[config.mk]
export PLATFORM = sky130hd
export DESIGN_NAME = keys_debounce_flat
export DESIGN_NICKNAME = d
export VERILOG_FILES = /design/src/rtl/keys_debounce_if.sv /design/src/rtl/keys_debounce.sv /design/src/flat_wrapper.sv
export SDC_FILE = /design/constraint.sdc
export NUM_CORES = 1
export LEC_CHECK = 0
export CELL_PAD_IN_SITES_DETAIL_PLACEMENT = 0
export CELL_PAD_IN_SITES_GLOBAL_PLACEMENT = 1
export CORE_MARGIN = 2
export CORE_UTILIZATION = 53
export CTS_BUF_LIST = sky130_fd_sc_hd__clkbuf_16
export CTS_CLUSTER_DIAMETER = 200
export CTS_CLUSTER_SIZE = 30
export DETAILED_ROUTE_END_ITERATION = 12
export PLACE_DENSITY_LB_ADDON = 0.12
export SYNTH_ARGS = -nofsm -noshare
export SYNTH_HDL_FRONTEND = slang
export SYNTH_SLANG_ARGS = --single-unit
[constraint.sdc]
create_clock -name clk_i -period 7.6 [get_ports clk_i]
set_input_delay 2.28 -clock clk_i [delete_from_list [all_inputs] [get_ports clk_i]]
set_output_delay 2.28 -clock clk_i [all_outputs]
set_load 0.05 [all_outputs]
[src/rtl/keys_debounce_if.sv]
// keys_debounce_if: raw key levels in, debounced levels and key event pulses out
interface keys_debounce_if #(
    parameter int KEYS_W = 2
);
    logic [KEYS_W-1:0] keys_i;
    logic [KEYS_W-1:0] keys_o;
    logic [KEYS_W-1:0] press_o;
    logic [KEYS_W-1:0] release_o;
    logic [KEYS_W-1:0] repeat_o;
    modport master (output keys_i, input keys_o, press_o, release_o, repeat_o);
    modport slave  (input keys_i, output keys_o, press_o, release_o, repeat_o);
endinterface

[src/rtl/keys_debounce.sv]
// keys_debounce: per-key synchronizer, stability debouncer, press/release pulses and auto-repeat
module keys_debounce #(
    parameter int KEYS_W              = 2,
    parameter int DEBOUNCE_CYCLES     = 252_000,
    parameter int REPEAT_DELAY_CYCLES = 12_600_000,
    parameter int REPEAT_RATE_CYCLES  = 2_520_000
) (
    input logic            clk_i,
    input logic            rst_i,
    keys_debounce_if.slave bus
);
    localparam int CW   = $clog2(DEBOUNCE_CYCLES + 1);
    localparam int RMAX = (REPEAT_DELAY_CYCLES > REPEAT_RATE_CYCLES) ? REPEAT_DELAY_CYCLES : REPEAT_RATE_CYCLES;
    localparam int RW   = $clog2(RMAX + 1);
    localparam logic [CW-1:0] DEB_LAST  = CW'(DEBOUNCE_CYCLES - 1);
    localparam logic [RW-1:0] DLY_LAST  = RW'(REPEAT_DELAY_CYCLES - 1);
    localparam logic [RW-1:0] RATE_LAST = RW'(REPEAT_RATE_CYCLES - 1);

    if (KEYS_W < 1 || DEBOUNCE_CYCLES < 1 || REPEAT_DELAY_CYCLES < 1 || REPEAT_RATE_CYCLES < 1) begin : g_bad_params
        $fatal(1, "keys_debounce: KEYS_W and all *_CYCLES parameters must be >= 1");
    end

    typedef enum logic [1:0] {IDLE, DELAY, REPEAT} state_t;

    logic [KEYS_W-1:0] meta_q;
    logic [KEYS_W-1:0] sync_q;
    logic [KEYS_W-1:0] level;
    logic [KEYS_W-1:0] tgl;
    logic [KEYS_W-1:0] rise;
    logic [KEYS_W-1:0] fall;
    logic [KEYS_W-1:0] press_q;
    logic [KEYS_W-1:0] release_q;
    logic [KEYS_W-1:0] repeat_q;
    logic [CW-1:0]     cnt   [KEYS_W];
    logic [RW-1:0]     rcnt  [KEYS_W];
    state_t            state [KEYS_W];

    // bring the asynchronous key levels into the clock domain
    always_ff @(posedge clk_i or posedge rst_i) begin
        if (rst_i) begin
            meta_q <= '0;
            sync_q <= '0;
        end else begin
            meta_q <= bus.keys_i;
            sync_q <= meta_q;
        end
    end

    // a key changes level on the last cycle of an unbroken run of disagreement
    always_comb begin
        for (int k = 0; k < KEYS_W; k++) tgl[k] = (sync_q[k] != level[k]) && (cnt[k] == DEB_LAST);
    end

    assign rise = tgl & ~level;
    assign fall = tgl & level;

    // stability counters, debounced level and edge pulses
    always_ff @(posedge clk_i or posedge rst_i) begin
        if (rst_i) begin
            level     <= '0;
            press_q   <= '0;
            release_q <= '0;
            for (int k = 0; k < KEYS_W; k++) cnt[k] <= '0;
        end else begin
            level     <= level ^ tgl;
            press_q   <= rise;
            release_q <= fall;
            for (int k = 0; k < KEYS_W; k++) cnt[k] <= (sync_q[k] == level[k] || tgl[k]) ? '0 : cnt[k] + 1'b1;
        end
    end

    // auto-repeat: pulse on press, after the hold delay, then at the repeat rate; release always wins
    always_ff @(posedge clk_i or posedge rst_i) begin
        if (rst_i) begin
            repeat_q <= '0;
            for (int k = 0; k < KEYS_W; k++) begin
                state[k] <= IDLE;
                rcnt[k]  <= '0;
            end
        end else begin
            for (int k = 0; k < KEYS_W; k++) begin
                repeat_q[k] <= 1'b0;
                if (fall[k]) begin
                    state[k] <= IDLE;
                    rcnt[k]  <= '0;
                end else begin
                    case (state[k])
                        IDLE: begin
                            rcnt[k] <= '0;
                            if (rise[k]) begin
                                state[k]    <= DELAY;
                                repeat_q[k] <= 1'b1;
                            end
                        end
                        DELAY: begin
                            if (rcnt[k] == DLY_LAST) begin
                                state[k]    <= REPEAT;
                                rcnt[k]     <= '0;
                                repeat_q[k] <= 1'b1;
                            end else begin
                                rcnt[k] <= rcnt[k] + 1'b1;
                            end
                        end
                        REPEAT: begin
                            if (rcnt[k] == RATE_LAST) begin
                                rcnt[k]     <= '0;
                                repeat_q[k] <= 1'b1;
                            end else begin
                                rcnt[k] <= rcnt[k] + 1'b1;
                            end
                        end
                        default: begin
                            state[k] <= IDLE;
                            rcnt[k]  <= '0;
                        end
                    endcase
                end
            end
        end
    end

    assign bus.keys_o    = level;
    assign bus.press_o   = press_q;
    assign bus.release_o = release_q;
    assign bus.repeat_o  = repeat_q;
endmodule
[src/flat_wrapper.sv]
// flat-port wrapper written by rule: the top's interface ports become plain ports
module keys_debounce_flat 
#(
    parameter int KEYS_W              = 2,
    parameter int DEBOUNCE_CYCLES     = 252_000,
    parameter int REPEAT_DELAY_CYCLES = 12_600_000,
    parameter int REPEAT_RATE_CYCLES  = 2_520_000
)
  (clk_i, rst_i, bus_keys_i, bus_keys_o, bus_press_o, bus_release_o, bus_repeat_o);
  keys_debounce_if #(.KEYS_W(KEYS_W)) bus_i ();
  input logic clk_i;
  input logic rst_i;
  input wire logic [$bits(bus_i.keys_i)-1:0] bus_keys_i;
  output wire logic [$bits(bus_i.keys_o)-1:0] bus_keys_o;
  output wire logic [$bits(bus_i.press_o)-1:0] bus_press_o;
  output wire logic [$bits(bus_i.release_o)-1:0] bus_release_o;
  output wire logic [$bits(bus_i.repeat_o)-1:0] bus_repeat_o;
  assign bus_i.keys_i = bus_keys_i;
  assign bus_keys_o = bus_i.keys_o;
  assign bus_press_o = bus_i.press_o;
  assign bus_release_o = bus_i.release_o;
  assign bus_repeat_o = bus_i.repeat_o;
  keys_debounce #(.KEYS_W(KEYS_W), .DEBOUNCE_CYCLES(DEBOUNCE_CYCLES), .REPEAT_DELAY_CYCLES(REPEAT_DELAY_CYCLES), .REPEAT_RATE_CYCLES(REPEAT_RATE_CYCLES)) u_core (.clk_i(clk_i), .rst_i(rst_i), .bus(bus_i));
endmodule
==> results of run 1 <==
[power by group through the flow]
stage / logic [mW] / clock network, mW / registers, mW
finish: 0.0217 / 0.523 / 0.539
global route: 0.0261 / 0.558 / 0.539
CTS: 0.0230 / 0.535 / 0.539
detailed placement: 0.0229 / 0 / 0.549
global placement: 0.0225 / 0 / 0.549
floorplan: 0.0159 / 0 / 0.548
[routing by layer]
metal | wire length [µm] | global-route usage | part of all wire
met5 | 0 | 0 | 0
met4 | 136 | 0.06757 | 0.015
met3 | 166 | 0.04348 | 0.018
met2 | 4233 | 0.3158 | 0.47
met1 | 4514 | 0.2680 | 0.50
[state kept, by name (all words and copies together), names as in the netlist, named ones only]
signal	flops
u_core.sync_q	2
u_core.bus.repeat_o	2
u_core.cnt	36
u_core.bus.release_o	2
u_core.rcnt	48
u_core.state	4
u_core.bus.press_o	2
u_core.meta_q	2
[synth_stat cells, drive strengths merged (2+ instances only)]
library cell / number
nor4b: 5
nand4b: 2
nor2b: 4
or3b: 2
nor2: 105
clkbuf: 8
and3: 7
xnor2: 30
nand4: 28
nand3: 29
nand2: 36
nand2b: 2
nor4: 9
xor2: 46
a211oi: 2
and4: 15
dfrtp: 100
o21ai: 4
and2: 2
o311ai: 2
ha: 14
o21a: 2
inv: 16
mux2: 2
nor3: 17
or4b: 2
o41a: 2
buf: 2
[per-stage QoR]
| stage | power [mW] | instance area [µm²] | hold slack, ns | std cells |
|---|---|---|---|---|
| after CTS | 1.097 | 5607 | 0.3548 | 659 |
| after global routing | 1.123 | 5607 | 0.3608 | 659 |
| after global placement | 0.5713 | 5266 | 0.3344 | 643 |
| final | 1.084 | 5607 | 0.3519 | 659 |
| after floorplan | 0.5642 | 5030 | 0.3312 | 511 |
| after detailed placement | 0.5719 | 5266 | 0.3395 | 643 |
[kinds of logic (layout without fill, tap and decap cells)]
group                    count (synthesis)  count (layout)  synth area share
AND/OR/NAND/NOR                        271             271            0.2709
flip-flops                             100             100            0.4975
XOR/XNOR                                76              76            0.1323
buffers and inverters                   26              45           0.02239
AO/OA/AOI/OAI                           21              21           0.03557
adder cells (fa/ha/maj)                 14              14           0.03483
multiplexers                             3               3          0.006467
[worst paths after layout]
path | start | cells after the start | slack (ns) | end
max | flip-flop | 1 | 3.76 | bus_keys_o[1]
min | u_core.meta_q[0] | 0 | 0.35 | u_core.sync_q[0]
max reg2reg | u_core.rcnt[43] | 5 | 4.99 | u_core.rcnt[43]
min reg2reg | u_core.meta_q[0] | 0 | 0.35 | u_core.sync_q[0]
max in group asynchronous | rst_i | 3 | 4.12 | u_core.cnt[17]
min in group asynchronous | rst_i | 2 | 2.24 | u_core.rcnt[25]
[final cells by class]
| type | count | area, µm² | share of cell area |
|---|---|---|---|
| Sequential cell | 100 | 2502 | 0.4463 |
| Multi-Input combinational cell | 385 | 2415 | 0.4307 |
| Clock buffer | 9 | 225.2 | 0.04017 |
| Tap cell | 129 | 161.4 | 0.02879 |
| Timing Repair Buffer | 13 | 125.1 | 0.02232 |
| Clock inverter | 7 | 115.1 | 0.02053 |
| Inverter | 16 | 62.56 | 0.01116 |
==> results.yml, run 1 <==
cts:
  cts_tree: "built"
  post_cts_buffers: 0
  cts-root-buf: "clkbuf_16"
  cts_resized: 0
  clock_latency_ns: 0.35
  cts_made_buffers: 9
  h-tree-depth: 3
  clockBufferDepth: 2
  clkTransAtPathRegs_ns: 0.07
  holdBufCountCts: 0
  cts.sinks: 100
logic_synthesis:
  synth_warnings: 0
  ys_async_sr_fraction: 1.000
  ys_types: 46
  synth.area.top_cells: "dfrtp_1 50%, xor2_1 8.0%, nor2_1 7.8%"
  ys_seq_elements: 100
  yosysSeqAreaShare: 0.4975
  synth_edf_count: 0
  synth_top_flop_cell: "dfrtp_1"
  synthesis.area_mm2: 0.005030
  synth_top_area_frac: 0.4975
  synthesis.nets: 529
  synth_top_area_cell: "dfrtp_1"
  syn_inst: 511
  syn_avg_cell_area_um2: 9.843
detailed_routing:
  drt-pass1-iter-count: 5
  wl_per_cell_um: 13.73
  wl_um: 9051
  ant_nets: 0
  drt_iter0_markers: 119
  drc: 0
  vias: 3573
  drt-vias-per-instance: 5.422
cells_and_area:
  syn_to_final_growth_pct: 11.47
  utilization: 0.6068
  layout_commonest_cell: "nor2_1"
  final_cell_mix: "105 x nor2_1, 100 x dfrtp_1, 46 x xor2_1"
  num-fill-cells: 785
  layout-drive-gt1-share: 0.04340
  nNetsFinal: 543
  diodes: 0
timing:
  skew_ns: 0.008115
  setup_viol: 0
  period_needed_ns: 3.843
  setup_slack_ns: 3.757
  maxSlewHeadroom: 0.2308
  post-route-period-util: 0.5057
  tns_ns: 0
  worst_slew_pin_slew_ns: 1.146
  fmaxAchievable_mhz: 260.2
  slew_viol_final: 0
  hold_viol: 0
  rsz0062_at_grt: "no"
setup_path:
  slowest_stage: "clkdlybuf4s50_1"
  crit_chain: "clkdlybuf4s50_1"
  endpoint_kind: "output pin"
  slowest_delay_ns: 0.82
  cp.buffers_inverters: 1
  crit_required_ns: 5.32
  crit_family: "buffers and inverters"
  arrival_ns: 1.56
  crit_fanout: 5
  worstSetupPathType: "reg -> out"
  worstSetupStartpointType: "flip-flop"
run_status:
  status: "finished, final reports clean"
placement:
  routabilityCongestion: 0.8502
  io_buffers: 11
  dp_hpwl_um: 6096
  place_ws_ns: 3.663
pwr:
  seqPwrFrac: 0.497
  sw_frac_of_total: 0.2046
  power_density_mw_per_mm2: 193.3
  p_clk_frac: 0.483
  comb_power_share: 0.020
  peakVddDrop_mv: 0.1220
  leakagePower_nw: 2.273
  power.net_switching_mw: 0.2218
  intPower_mw: 0.8620
global_route:
  grt-ovfl-total: 0
  grt_max_degree: 77
  grt_pass1_wl_um: 16190
  grt_pass1_vias: 3520
  antenna_found_initial: 0
  grtUsageTotal: 0.1974
die:
  die_w_um: 101.4
  die_area_mm2: 0.01029
  std_cell_rows: 35
  start_util: 0.5443
  ioPinCount: 12
  core-area_mm2: 0.009240
  fp.dieH_um: 101.4
job:
  maxCapViolations: 0
worst_hold_path:
  hold_path.class: "reg -> reg"
(Power assumes the default switching activity.)
==> inputs of run 2 (changes only) <==
--- a/config.mk
+++ b/config.mk
@@ -8,7 +8,7 @@
 export CELL_PAD_IN_SITES_DETAIL_PLACEMENT = 0
 export CELL_PAD_IN_SITES_GLOBAL_PLACEMENT = 1
 export CORE_MARGIN = 2
-export CORE_UTILIZATION = 53
+export CORE_UTILIZATION = 49
 export CTS_BUF_LIST = sky130_fd_sc_hd__clkbuf_16
 export CTS_CLUSTER_DIAMETER = 200
 export CTS_CLUSTER_SIZE = 30
==> constraint.sdc (replaced) <==
create_clock -name clk_i -period 3.72 [get_ports clk_i]
set_input_delay 1.116 -clock clk_i [delete_from_list [all_inputs] [get_ports clk_i]]
set_output_delay 1.116 -clock clk_i [all_outputs]
set_load 0.05 [all_outputs]
==> run 2 against run 1 <==
  * Non-clock buffer count unchanged
  * Final area decreased by 0.18%
  * Worst setup slack got worse by 2.8 ns
  * Largest power group unchanged
  * Register-to-register slack got worse by 3.9 ns
==> results.yml, run 2 (same netlist as run 1, synthesis figures left out) <==
run_status:
  status: "finished, final reports clean"
detailed_routing:
  routed.top_layer: "met4"
  wl_um: 9211
  drt-pass1-iter-count: 5
  wl_met3_um: 214
  drc: 0
  vias: 3622
  dr_wl_met2_um: 4319
  drt_iter0_markers: 157
  drt-vias-per-instance: 5.463
  wl_met1_um: 4615
  wl_per_cell_um: 13.89
  ant_nets: 0
pwr:
  leakagePower_nw: 2.257
  power_density_mw_per_mm2: 376.5
  power_mw: 2.107
  peakVddDrop_mv: 0.2949
timing:
  fmaxAchievable_mhz: 368.4
  setup_viol: 0
  rsz0062_at_grt: "no"
  skew_ns: 0.009353
  setup_slack_ns: 1.006
  worst_slew_pin_slew_ns: 1.165
  maxSlewHeadroom: 0.2182
  period_needed_ns: 2.714
  hold_viol: 0
  tns_ns: 0
  slew_viol_final: 0
  post-route-period-util: 0.7296
job:
  maxCapViolations: 0
cells_and_area:
  regMostFlops: "u_core.rcnt"
  multiInputGateArea_mm2: 0.002421
  utilization: 0.5674
  largest_register_ff_count: 48
  syn_to_final_growth_pct: 11.27
  seq_area_mm2: 0.002502
  diodes: 0
  nNetsFinal: 543
  layout_commonest_cell: "nor2_1"
  final_cell_mix: "105 x nor2_1, 100 x dfrtp_1, 46 x xor2_1"
  layout-drive-gt1-share: 0.04528
  num-fill-cells: 880
  top_regs: "u_core.rcnt (48), u_core.cnt (36), u_core.state (4)"
die:
  std_cell_rows: 36
  die_w_um: 105.3
  start_util: 0.5099
  core-area_mm2: 0.009864
  die_area_mm2: 0.01109
  fp.dieH_um: 105.3
  ioPinCount: 12
cts:
  holdBufCountCts: 0
  cts-root-buf: "clkbuf_16"
  cts_resized: 0
  clockBufferDepth: 2
  cts_tree: "built"
  h-tree-depth: 3
  clkTransAtPathRegs_ns: 0.07
  cts_made_buffers: 9
  clock_latency_ns: 0.35
  cts.sinks: 100
  post_cts_buffers: 0
global_route:
  antenna_found_initial: 0
  grtUsageTotal: 0.1856
  grt_pass1_vias: 3589
  grt-ovfl-total: 0
  grt_max_degree: 101
  grt_pass1_wl_um: 16820
placement:
  dp_hpwl_um: 6131
  io_buffers: 11
  place_ws_ns: 1.101
  routabilityCongestion: 0.8049
setup_path:
  crit_required_ns: 2.60
  worstSetupPathType: "reg -> out"
  crit_chain: "clkdlybuf4s50_1"
  worst-path-stages: 1
  endpoint_kind: "output pin"
  setup.worst_path.end: "bus_keys_o[1]"
  slowest_delay_ns: 0.83
  crit_fanout: 5
  reg2reg_from: "u_core.rcnt[45]"
  crit_family: "buffers and inverters"
  timing.rr.end: "u_core.rcnt[35]"
  cp.buffers_inverters: 1
  rrSetupSlack_ns: 1.11
  slowest_stage: "clkdlybuf4s50_1"
  arrival_ns: 1.60
  r2r_cells: 5
  worstSetupStartpointType: "flip-flop"
worst_hold_path:
  hold_path.class: "reg -> reg"
==> run 2: stage by stage <==
| stage | std cells | instance area (µm²) | hold slack, ns |
|---|---|---|---|
| 2_1_floorplan | 511 | 5034 | 0.3312 |
| 3_3_place_gp | 647 | 5291 | 0.3349 |
| 3_5_place_dp | 647 | 5291 | 0.3418 |
| 4_1_cts | 663 | 5597 | 0.3587 |
| 5_1_grt | 663 | 5597 | 0.3692 |
| 6_report | 663 | 5597 | 0.3552 |
==> run 2: worst min-delay path by stage <==
| stage | cells past startpoint | from | to |
|---|---|---|---|
| 6_report | 0 | u_core.meta_q[0] | u_core.sync_q[0] |
| 2_1_floorplan | 0 | u_core.meta_q[0] | u_core.sync_q[0] |
| 3_3_place_gp | 0 | u_core.meta_q[0] | u_core.sync_q[0] |
| 3_5_place_dp | 0 | u_core.meta_q[0] | u_core.sync_q[0] |
| 5_1_grt | 0 | u_core.meta_q[0] | u_core.sync_q[0] |
| 4_1_cts | 0 | u_core.meta_q[0] | u_core.sync_q[0] |
==> run 2: layout make-up <==
cell class,instances,area share
multi-input combinational,385,0.4326
sequential,100,0.4471
clock inverter,7,0.01431
timing repair buffer,13,0.02459
clock buffer,9,0.04024
tap,133,0.02973
inverter,16,0.01140
==> run 2: layer usage <==
metal | vias up | global-route usage
met3 | 4 | 0.05257
met5 | - | 0
li1 | 1804 | -
met2 | 32 | 0.2889
met1 | 1782 | 0.2537
met4 | 0 | 0.05238
==> run 2: power breakdown <==
group          switching [mW]  internal, mW
registers             0.00627          1.09
clock network           0.429         0.533
logic                  0.0336        0.0121
total                   0.469          1.64
